==> config.mk <==
export PLATFORM = sky130hd
export DESIGN_NAME = sdpram_be
export DESIGN_NICKNAME = d
export VERILOG_FILES = /design/src/rtl/sdpram_be.sv
export SDC_FILE = /design/constraint.sdc
export NUM_CORES = 1
export LEC_CHECK = 0
export ABC_AREA = 1
export BUFFER_PORTS_ARGS = -buffer_cell sky130_fd_sc_hd__buf_2
export CAP_MARGIN = 0
export CORE_MARGIN = 10
export CORE_UTILIZATION = 45
export CTS_CLUSTER_DIAMETER = 80
export DETAILED_ROUTE_END_ITERATION = 10
export GPL_ROUTABILITY_DRIVEN = 1
export PLACE_DENSITY = 0.66
export SLEW_MARGIN = 30
export SYNTH_ARGS = -nofsm -noshare
export SYNTH_HDL_FRONTEND = slang
export SYNTH_SLANG_ARGS = --single-unit
==> constraint.sdc <==
create_clock -name clk -period 0.9 [get_ports clk]
set_input_delay 0.135 -clock clk [delete_from_list [all_inputs] [get_ports clk]]
set_output_delay 0.135 -clock clk [all_outputs]
set_load 0.005 [all_outputs]
==> src/rtl/sdpram_be.sv <==
// Simple dual-port RAM with one write port and one read port on a shared clock.
// Writes use per-byte enables. Reads take 1 or 2 cycles and raise rd_valid for one cycle.
// When a read and a write hit the same address in the same cycle, WRITE_FIRST picks
// whether the read returns the old word or the byte-merged new word.
module sdpram_be #(
  parameter int DATA_WIDTH   = 32,
  parameter int ADDR_WIDTH   = 2,
  parameter int READ_LATENCY = 1,
  parameter int WRITE_FIRST  = 0
) (
  input  logic                    clk,
  input  logic                    resetn,
  input  logic                    wr_en,
  input  logic [ADDR_WIDTH-1:0]   wr_addr,
  input  logic [DATA_WIDTH-1:0]   wr_din,
  input  logic [DATA_WIDTH/8-1:0] wr_be,
  input  logic                    rd_en,
  input  logic [ADDR_WIDTH-1:0]   rd_addr,
  output logic [DATA_WIDTH-1:0]   rd_dout,
  output logic                    rd_valid
);

  localparam int NBYTES = DATA_WIDTH / 8;
  localparam int DEPTH  = 2 ** ADDR_WIDTH;

  // Flattened view of all memory words, used by the read mux.
  logic [DEPTH-1:0][DATA_WIDTH-1:0] mem_words;

  logic [DATA_WIDTH-1:0] rd_old;
  logic [DATA_WIDTH-1:0] rd_data;
  logic [DATA_WIDTH-1:0] rd_dout_reg;
  logic                  rd_valid_reg;

  // Each memory word is a separate register.
  // The word's next value merges the enabled write bytes into the current contents.
  for (genvar gi = 0; gi < DEPTH; gi++) begin : g_word
    logic [DATA_WIDTH-1:0] word_reg;
    logic [DATA_WIDTH-1:0] word_next;

    // Byte-merge the write data into this word when it is the write target.
    always_comb begin
      word_next = word_reg;
      if (wr_en && (wr_addr == ADDR_WIDTH'(gi))) begin
        for (int b = 0; b < NBYTES; b++) begin
          if (wr_be[b]) word_next[8*b +: 8] = wr_din[8*b +: 8];
        end
      end
    end

    // Word storage; the asynchronous reset clears the contents.
    always_ff @(posedge clk or negedge resetn) begin
      if (!resetn) word_reg <= '0;
      else         word_reg <= word_next;
    end

    assign mem_words[gi] = word_reg;
  end

  assign rd_old = mem_words[rd_addr];

  // Read data as sampled at the request edge.
  // In write-first mode, a same-address write forwards its enabled bytes.
  always_comb begin
    rd_data = rd_old;
    if ((WRITE_FIRST != 0) && wr_en && (wr_addr == rd_addr)) begin
      for (int b = 0; b < NBYTES; b++) begin
        if (wr_be[b]) rd_data[8*b +: 8] = wr_din[8*b +: 8];
      end
    end
  end

  if (READ_LATENCY == 1) begin : g_lat1
    // Single-stage read: capture on request; rd_dout holds when there is no request.
    always_ff @(posedge clk or negedge resetn) begin
      if (!resetn) begin
        rd_dout_reg  <= '0;
        rd_valid_reg <= 1'b0;
      end else begin
        rd_valid_reg <= rd_en;
        if (rd_en) rd_dout_reg <= rd_data;
      end
    end
  end else if (READ_LATENCY == 2) begin : g_lat2
    logic [DATA_WIDTH-1:0] s1_data_reg;
    logic                  s1_valid_reg;

    // Stage 1 captures data at the request edge.
    // Later writes therefore cannot disturb a read that is already in flight.
    always_ff @(posedge clk or negedge resetn) begin
      if (!resetn) begin
        s1_data_reg  <= '0;
        s1_valid_reg <= 1'b0;
      end else begin
        s1_valid_reg <= rd_en;
        if (rd_en) s1_data_reg <= rd_data;
      end
    end

    // Stage 2 drives the outputs and updates rd_dout only for a valid stage-1 entry.
    always_ff @(posedge clk or negedge resetn) begin
      if (!resetn) begin
        rd_dout_reg  <= '0;
        rd_valid_reg <= 1'b0;
      end else begin
        rd_valid_reg <= s1_valid_reg;
        if (s1_valid_reg) rd_dout_reg <= s1_data_reg;
      end
    end
  end else begin : g_bad_latency
    $error("sdpram_be: READ_LATENCY must be 1 or 2");
  end

  assign rd_dout  = rd_dout_reg;
  assign rd_valid = rd_valid_reg;

endmodule

==> impl_metrics.yaml, run 1 <==
critical_path:
  crit_type: "reg2out"
  crit_path_top_delay_cell: "dfrtp_1"
  cp_slowest_stage_delay_ns: 0.40
  worstPathMaxFanout: 2
  timing.critical_path.to_type: "output pin"
  cp.arrival_ns: 0.97
  cp.required_ns: 0.76
  startpoint_type: "flop"
  worstPathCellList: "buf_2"
  r2r_slack_ns: 0.02
  crit_buf_inv: 1
  cpLargestDelayFamily: "flip-flops"
logic_synthesis:
  syn_area_um2: 7400
  synth_seq_cells: 161
  syn-instance-count: 968
  synth_nets: 1012
  yosys_warnings: 0
  ys_types: 16
  yosysSeqAreaShare_pct: 54.4
  syn_avg_cell_area_um2: 7.64
die:
  rows: 46
  dieArea_um2: 22000
  core_um2: 16000
  start_util_pct: 46.2
  io_pins: 77
  die-width_um: 148
  fp.dieH_um: 148
cells_and_area:
  multiInputGateArea_um2: 2570
  final_common_cell: "nand2_1"
  drive_gt1_share_pct: 19.6
  design_area_um2: 9620
  seq_area_um2: 4030
  fillers: 1446
  area_delta_synth_final_pct: 30.0
  layout_common_cells: "nand2_1 (379), dfrtp_1 (161), inv_1 (148)"
  fin_nets: 1179
  largest_reg_flops: 128
  post-route-util_pct: 60.1
  num_antenna_cells: 0
pwr:
  clock_power_share_pct: 34.4
  swShare_pct: 27.5
  power.density_nw_per_um2: 2080
  power.leakage_nw: 5.22
  ir_drop_uv: 1360
  cell_internal_pwr_w: 0.0145
  comb_power_share_pct: 19.8
  p_sw_w: 0.00551
  p_seq_share_pct: 45.8
sta:
  period_needed_ns: 1.11
  final_hold_viol_count: 0
  tightest_slew_ns: 0.281
  slew_violations: 0
  timing.final.ws_setup_ns: -0.209
  setup_viol: 33
  timing.final.crit_share_pct: 123
  clock_skew_ns: 0.00631
  rsz0062_at_grt: "true"
  fmax_ghz: 0.901
  max-slew-margin-rel_pct: 81.3
global_route:
  grt_max_degree: 34
  grt_first_pass_wirelength_um: 31800
  track_usage_pct: 17.7
  antenna_found_initial: 1
  first_global_vias: 6324
  grt_overflow_total: 0
clocking:
  path_clk_slew_ns: 0.06
  cts_num_sinks: 161
  cts_tree: "done"
  htreeDepth: 4
  clockBufferDepth: 2
  clk_latency_ns: 0.43
  cts-root-buf: "clkbuf_16"
  cts_made_buffers: 17
drt:
  routed_wl_um: 19000
  initialDrtViolationCount: 414
  routed_via_density: 4.76
  drc: 0
  drtPass1Iterations: 5
  ant_nets: 0
  routedWlPerCell_um: 14.0
  route.vias.total: 6489
placement:
  dpl_cell_area_um2: 8380
  io_buffer_count: 76
  place_hpwl_um: 12500
  place.gp.congestion: 0.787
status:
  status: "finished, violations left"
  violations: "setup timing"
run:
  maxCapViolCount: 0
hold_path:
  hp-class: "in2reg"
path summary, 6_finish.rpt:
kind | start | endpoint | cells after the start
setup / recovery | rd_dout[28] | rd_dout[28] | 1
hold / removal | rd_en | rd_valid | 2
setup reg to reg | g_word[1].word_reg[25] | rd_dout[25] | 6
hold reg to reg | rd_dout[9] | rd_dout[9] | 2
max in group asynchronous | resetn | g_word[3].word_reg[13] | 3
min in group asynchronous | resetn | g_word[3].word_reg[26] | 2
kinds of logic (layout without fill, tap and decap cells):
family | after synthesis | after routing | share of synthesized area (%)
AND/OR/NAND/NOR | 468 | 468 | 25.2
buffers and inverters | 211 | 389 | 11.7
flip-flops | 161 | 161 | 54.4
AO/OA/AOI/OAI | 128 | 128 | 8.66
stage by stage:
step	setup slack, ns	cells	power (W)	hold WS [ns]	setup TNS [ns]
2_1_floorplan	-0.0770	968	0.0113	-0.161	-2.58
3_3_place_gp	-0.194	1259	0.0125	0.0184	-21.36
3_5_place_dp	-0.232	1259	0.0126	0.0225	-22.76
4_1_cts	-0.218	1334	0.0198	0.0423	-5.95
5_1_grt	-0.234	1362	0.0212	0.0556	-6.60
6_report	-0.209	1362	0.0200	0.0579	-5.36
cells in the mapped netlist:
master / n / area [µm²]
buf_1: 4 / 15.0
buf_2: 4 / 20.0
buf_4: 3 / 22.5
buf_6: 8 / 90.1
clkbuf_1: 24 / 90.1
dfrtp_1: 161 / 4030
inv_1: 167 / 627
inv_2: 1 / 3.75
nand2_1: 384 / 1440
nand3_1: 72 / 360
nand3_2: 1 / 10.0
nand3b_1: 1 / 7.51
nor2_1: 8 / 30.0
nor2_2: 2 / 12.5
o21ai_0: 126 / 631
o21ai_1: 2 / 10.0
power groups by stage:
stage	clock network [W]	registers [W]	logic (W)
after global routing	0.00732	0.00931	0.00461
after detailed placement	0	0.00925	0.00336
after CTS	0.00702	0.00914	0.00364
final	0.00689	0.00918	0.00397
after global placement	0	0.00922	0.00327
after floorplan	0	0.00917	0.00209
what timing repair did:
item                                    in CTS  in global routing
pin swaps                                    0                 24
endpoints found under the setup margin      33                 56
hold buffers                                33                  0
buffers inserted                            12                 28
hold endpoints to repair                   243                  0
resized for setup                            0                 31
layout make-up:
type,count,area share [%]
flip-flops and latches,161,41.9
multi-input cells,596,26.7
repair buffers,191,16.2
inverters,168,6.56
clock buffers,25,5.26
well taps,216,2.81
clock inverters,5,0.546
layer usage:
metal,part of all wire (%),up-vias,global-route usage [%]
met5,0.063,-,0
met4,1.6,2,6.34
met3,4.7,27,3.85
met2,47,161,28.0
met1,46,3041,23.4
li1,-,3258,-
Note: power is estimated with default switching activity, not from simulation.
==> run 2, diff against run 1 <==
--- a/config.mk
+++ b/config.mk
@@ -10,6 +10,7 @@
 export CAP_MARGIN = 0
 export CORE_MARGIN = 10
 export CORE_UTILIZATION = 45
+export CTS_BUF_LIST = sky130_fd_sc_hd__clkbuf_4
 export CTS_CLUSTER_DIAMETER = 80
 export DETAILED_ROUTE_END_ITERATION = 10
 export GPL_ROUTABILITY_DRIVEN = 1
==> impl_metrics.yaml, run 2 (same netlist as run 1, synthesis figures left out) <==
status:
  status: "finished, violations left"
  violations: "hold timing, setup timing"
cells_and_area:
  fin_nets: 1192
  layout_common_cells: "nand2_1 (376), dfrtp_1 (161), inv_1 (140)"
  fillers: 1468
  largest_reg_flops: 128
  area_delta_synth_final_pct: 28.0
  final_common_cell: "nand2_1"
  design_area_um2: 9470
  drive_gt1_share_pct: 21.7
  fin_cells: 1377
drt:
  initialDrtViolationCount: 391
  ant_nets: 0
  route.vias.total: 6553
  routed_wl_um: 19100
  routed_via_density: 4.76
  routedWlPerCell_um: 13.8
  drc: 0
  drtPass1Iterations: 5
sta:
  rsz0062_at_grt: "true"
  max-slew-margin-rel_pct: 78.1
  timing.final.crit_share_pct: 142
  setup_viol: 33
  tightest_slew_ns: 0.327
  clock_skew_ns: 0.0157
  timing.final.ws_setup_ns: -0.377
  fmax_ghz: 0.783
  slew_violations: 0
  hold_ws_ns: -0.0221
  final_hold_viol_count: 12
  period_needed_ns: 1.28
critical_path:
  crit_type: "reg2out"
  cp.required_ns: 0.76
  cp_slowest_stage_delay_ns: 0.42
  startpoint_type: "flop"
  crit_path_top_delay_cell: "dfrtp_1"
  r2r-end: "rd_dout[28]"
  critical_path.startpoint: "rd_dout[28]"
  reg2reg_depth: 4
  r2r_start: "rd_dout[28]"
  timing.critical_path.to_type: "output pin"
  r2r_slack_ns: 0.01
  cpLargestDelayFamily: "flip-flops"
  worstPathMaxFanout: 2
  worstPathCellList: "buf_2"
  cp.arrival_ns: 1.14
  crit_buf_inv: 1
clocking:
  path_clk_slew_ns: 0.13
  htreeDepth: 4
  cts_tree: "done"
  cts_made_buffers: 17
  clk_latency_ns: 0.57
  clockBufferDepth: 2
  cts-root-buf: "clkbuf_4"
  cts_hold_buffers: 38
  cts_num_sinks: 161
die:
  fp.dieH_um: 148
  die-width_um: 148
  io_pins: 77
  core_um2: 16000
  dieArea_um2: 22000
  rows: 46
  start_util_pct: 46.2
pwr:
  p_seq_share_pct: 53.8
  swShare_pct: 30.4
  p_sw_w: 0.00518
  cell_internal_pwr_w: 0.0118
  power.density_nw_per_um2: 1800
  power.leakage_nw: 5.14
  comb_power_share_pct: 24.1
  clock_power_share_pct: 22.1
  ir_drop_uv: 856
placement:
  dpl.cell_count: 1259
  post-place-ws_ns: -0.232
  place_hpwl_um: 12500
  io_buffer_count: 76
  place.gp.congestion: 0.787
  dpl_cell_area_um2: 8380
hold_path:
  hp-class: "in2async"
global_route:
  first_global_vias: 6225
  track_usage_pct: 17.6
  antenna_found_initial: 2
  grt_overflow_total: 0
  grt_max_degree: 34
  grt_first_pass_wirelength_um: 31400
run:
  maxCapViolCount: 0
-- run 2: worst max-delay path by stage --
stage                                  end  slack (ns)  cells after the start
floorplan           g_word[2].word_reg[29]       -0.08                      4
global placement    g_word[0].word_reg[30]       -0.19                      6
detailed placement   g_word[2].word_reg[0]       -0.23                      6
CTS                            rd_dout[28]       -0.41                      1
global route                   rd_dout[27]       -0.45                      1
finish                         rd_dout[28]       -0.38                      1
-- run 2: through the flow --
step	total power (W)	TNS, ns	util, %
global route	0.0183	-14.09	59.2
floorplan	0.0113	-2.58	-
detailed placement	0.0126	-22.76	52.4
CTS	0.0166	-12.26	56.7
finish	0.0170	-10.96	59.2
global placement	0.0125	-21.36	52.4
-- run 2: layout make-up --
class / instances / area (µm²) / share of cell area, %
timing repair buffer: 204 / 1680 / 17.7
inverter: 168 / 631 / 6.66
sequential: 161 / 4030 / 42.5
antenna: 2 / 5.00 / 0.0528
multi-input combinational: 596 / 2640 / 27.9
tap: 216 / 270 / 2.85
clock buffer: 20 / 150 / 1.59
clock inverter: 10 / 71.3 / 0.753
-- run 2: power by group through the flow --
stage | Clock [W] | Combinational, W | Sequential (W)
3_5_place_dp | 0 | 0.00336 | 0.00925
3_3_place_gp | 0 | 0.00327 | 0.00922
2_1_floorplan | 0 | 0.00209 | 0.00917
5_1_grt | 0.00422 | 0.00476 | 0.00929
6_report | 0.00376 | 0.00411 | 0.00915
4_1_cts | 0.00387 | 0.00363 | 0.00911
-- run 2: timing repair --
action                                  4_1_cts  5_1_grt
endpoints found under the setup margin       33       73
pin swaps                                     0       33
resized for setup                             0       60
setup buffers                                11       35
hold endpoints to repair                    322       12
gates cloned                                  0        2
-- run 2: layer usage --
metal	GRT usage [%]	wire length [µm]	up-vias
met2	27.7	9030	143
met1	23.2	8860	3098
met3	4.92	883	23
met5	0	0	-
met4	5.40	280	0
li1	-	-	3289
-- run 2: worst reg2reg max path, stage by stage, from the launching register on --
cell and delay [ns]:
dfrtp_1 0.42, buf_4 0.14, buf_4 0.12, nand2_1 0.05, nand2_1 0.05
==> run 3, diff against run 2 <==
--- a/config.mk
+++ b/config.mk
@@ -14,8 +14,10 @@
 export CTS_CLUSTER_DIAMETER = 80
 export DETAILED_ROUTE_END_ITERATION = 10
 export GPL_ROUTABILITY_DRIVEN = 1
+export HOLD_SLACK_MARGIN = 0.06
 export PLACE_DENSITY = 0.66
 export SLEW_MARGIN = 30
 export SYNTH_ARGS = -nofsm -noshare
 export SYNTH_HDL_FRONTEND = slang
 export SYNTH_SLANG_ARGS = --single-unit
+export TNS_END_PERCENT = 30
==> constraint.sdc (replaced) <==
create_clock -name clk -period 0.9 [get_ports clk]
set_input_delay 0.18 -clock clk [delete_from_list [all_inputs] [get_ports clk]]
set_output_delay 0.18 -clock clk [all_outputs]
set_load 0.005 [all_outputs]
==> impl_metrics.yaml, run 3 (same netlist as run 1, synthesis figures left out) <==
die:
  start_util_pct: 46.2
  dieArea_um2: 22000
  die-width_um: 148
  rows: 46
  io_pins: 77
  fp.dieH_um: 148
  core_um2: 16000
pwr:
  power.density_nw_per_um2: 1880
  p_seq_share_pct: 51.9
  ir_drop_uv: 798
  cell_internal_pwr_w: 0.0124
  comb_power_share_pct: 20.9
  p_sw_w: 0.00518
  swShare_pct: 29.4
  power.leakage_nw: 5.06
  clock_power_share_pct: 27.2
  finalPower_w: 0.0176
critical_path:
  cp_slowest_stage_delay_ns: 0.43
  cp.required_ns: 0.72
  r2r_start: "g_word[1].word_reg[16]"
  r2r-end: "rd_dout[16]"
  cp.arrival_ns: 1.14
  worstPathCellList: "buf_2"
  reg2reg_depth: 6
  crit_type: "reg2out"
  worstPathMaxFanout: 2
  startpoint_type: "flop"
  timing.critical_path.to_type: "output pin"
  crit_buf_inv: 1
  crit_path_top_delay_cell: "dfrtp_1"
  r2r_slack_ns: 0.03
  cpLargestDelayFamily: "flip-flops"
hold_path:
  hp-class: "in2async"
drt:
  drtPass1Iterations: 5
  drc: 0
  route.vias.total: 6321
  routedWlPerCell_um: 13.4
  routed_via_density: 4.67
  initialDrtViolationCount: 547
  routed_wl_um: 18100
  ant_nets: 0
placement:
  place_hpwl_um: 12400
  io_buffer_count: 76
  place.gp.congestion: 0.773
clocking:
  path_clk_slew_ns: 0.13
  cts_tree: "done"
  cts-root-buf: "clkbuf_4"
  htreeDepth: 4
  cts_num_sinks: 161
  cts_made_buffers: 17
  clk_latency_ns: 0.56
  clockBufferDepth: 2
  cts_hold_buffers: 38
sta:
  timing.final.ws_setup_ns: -0.424
  fmax_ghz: 0.755
  timing.final.crit_share_pct: 147
  final_hold_viol_count: 0
  max-slew-margin-rel_pct: 77.8
  setup_viol: 33
  clock_skew_ns: 0.0122
  slew_violations: 0
  tightest_slew_ns: 0.332
  rsz0062_at_grt: "true"
  period_needed_ns: 1.32
global_route:
  grt_max_degree: 40
  track_usage_pct: 17.5
  antenna_found_initial: 0
  first_global_vias: 6323
  grt_first_pass_wirelength_um: 31200
  grt_overflow_total: 0
cells_and_area:
  layout_common_cells: "nand2_1 (384), dfrtp_1 (161), inv_1 (150)"
  largest_reg_flops: 128
  area_delta_synth_final_pct: 26.6
  fin_nets: 1168
  final_common_cell: "nand2_1"
  drive_gt1_share_pct: 18.5
  fillers: 1500
  num_antenna_cells: 0
  post-route-util_pct: 58.6
status:
  violations: "setup timing"
  status: "finished, violations left"
run:
  maxCapViolCount: 0
## run 3: cell count changes in the layout (fill, tap and decap cells not counted), moves of 4 or more
cell	previous run	this run
inv_1	140	150
nand3_2	18	11
o21ai_0	126	119
clkinv_1	5	1
nand2_1	376	384
inv_2	28	18
buf_4	68	42
o21ai_1	2	9
nand2_2	8	0
nand3_1	55	62
nor2_2	2	7
clkinvlp_4	1	5
## run 3: final cells by class
type / count / area, µm² / area share (%)
repair buffers: 180 / 1550 / 16.5
multi-input cells: 596 / 2570 / 27.4
clock buffers: 18 / 135 / 1.44
inverters: 168 / 631 / 6.73
well taps: 216 / 270 / 2.88
clock inverters: 14 / 189 / 2.02
flip-flops and latches: 161 / 4030 / 43.0
## run 3: worst max path at each step
stage,cells after the start,from,to
floorplan,4,wr_addr[0],g_word[2].word_reg[13]
global placement,5,wr_addr[0],g_word[2].word_reg[20]
detailed placement,5,wr_addr[0],g_word[2].word_reg[18]
CTS,1,rd_dout[24],rd_dout[24]
global route,1,rd_dout[28],rd_dout[28]
finish,1,rd_dout[24],rd_dout[24]
## run 3: worst reg2reg max path, cell delays in order (launching register included)
cell and delay, ns:
dfrtp_1 0.40, inv_1 0.06, nand2_1 0.04, nand3_1 0.09
nand2_1 0.06, nand2_1 0.07, nand2_1 0.05
## run 3: routing by layer
layer | track usage [%] | wire length [µm] | share of wire [%] | vias up
met2 | 29.0 | 8520 | 47 | 135
met1 | 22.3 | 8550 | 47 | 2914
met3 | 3.67 | 741 | 4.1 | 33
met5 | 0 | 0 | 0 | -
met4 | 5.70 | 307 | 1.7 | 0
li1 | - | - | - | 3239
## run 3: through the flow
| stage | hold WS [ns] | setup WS (ns) | area [µm²] | setup TNS (ns) | std cells |
|---|---|---|---|---|---|
| finish | 0.0497 | -0.424 | 9370 | -12.23 | 1353 |
| global route | 0.0212 | -0.483 | 9370 | -15.22 | 1353 |
| CTS | 0.00388 | -0.463 | 9230 | -14.01 | 1342 |
| floorplan | -0.116 | -0.0958 | 7450 | -5.77 | 968 |
| detailed placement | 0.0881 | -0.334 | 8500 | -35.62 | 1269 |
| global placement | 0.0866 | -0.309 | 8500 | -34.58 | 1269 |
## run 3: timing repair
item,in CTS,in global routing
setup endpoints to repair,33,100
gates resized for setup,0,38
pin swaps,0,8
setup buffers,3,11
hold endpoints to repair,314,15
## run 3: power by group through the flow
stage | combinational, W | clock [W] | sequential [W]
2_1_floorplan | 0.00209 | 0 | 0.00917
3_3_place_gp | 0.00332 | 0 | 0.00921
3_5_place_dp | 0.00339 | 0 | 0.00925
4_1_cts | 0.00357 | 0.00493 | 0.00911
5_1_grt | 0.00433 | 0.00525 | 0.00929
6_report | 0.00367 | 0.00478 | 0.00913
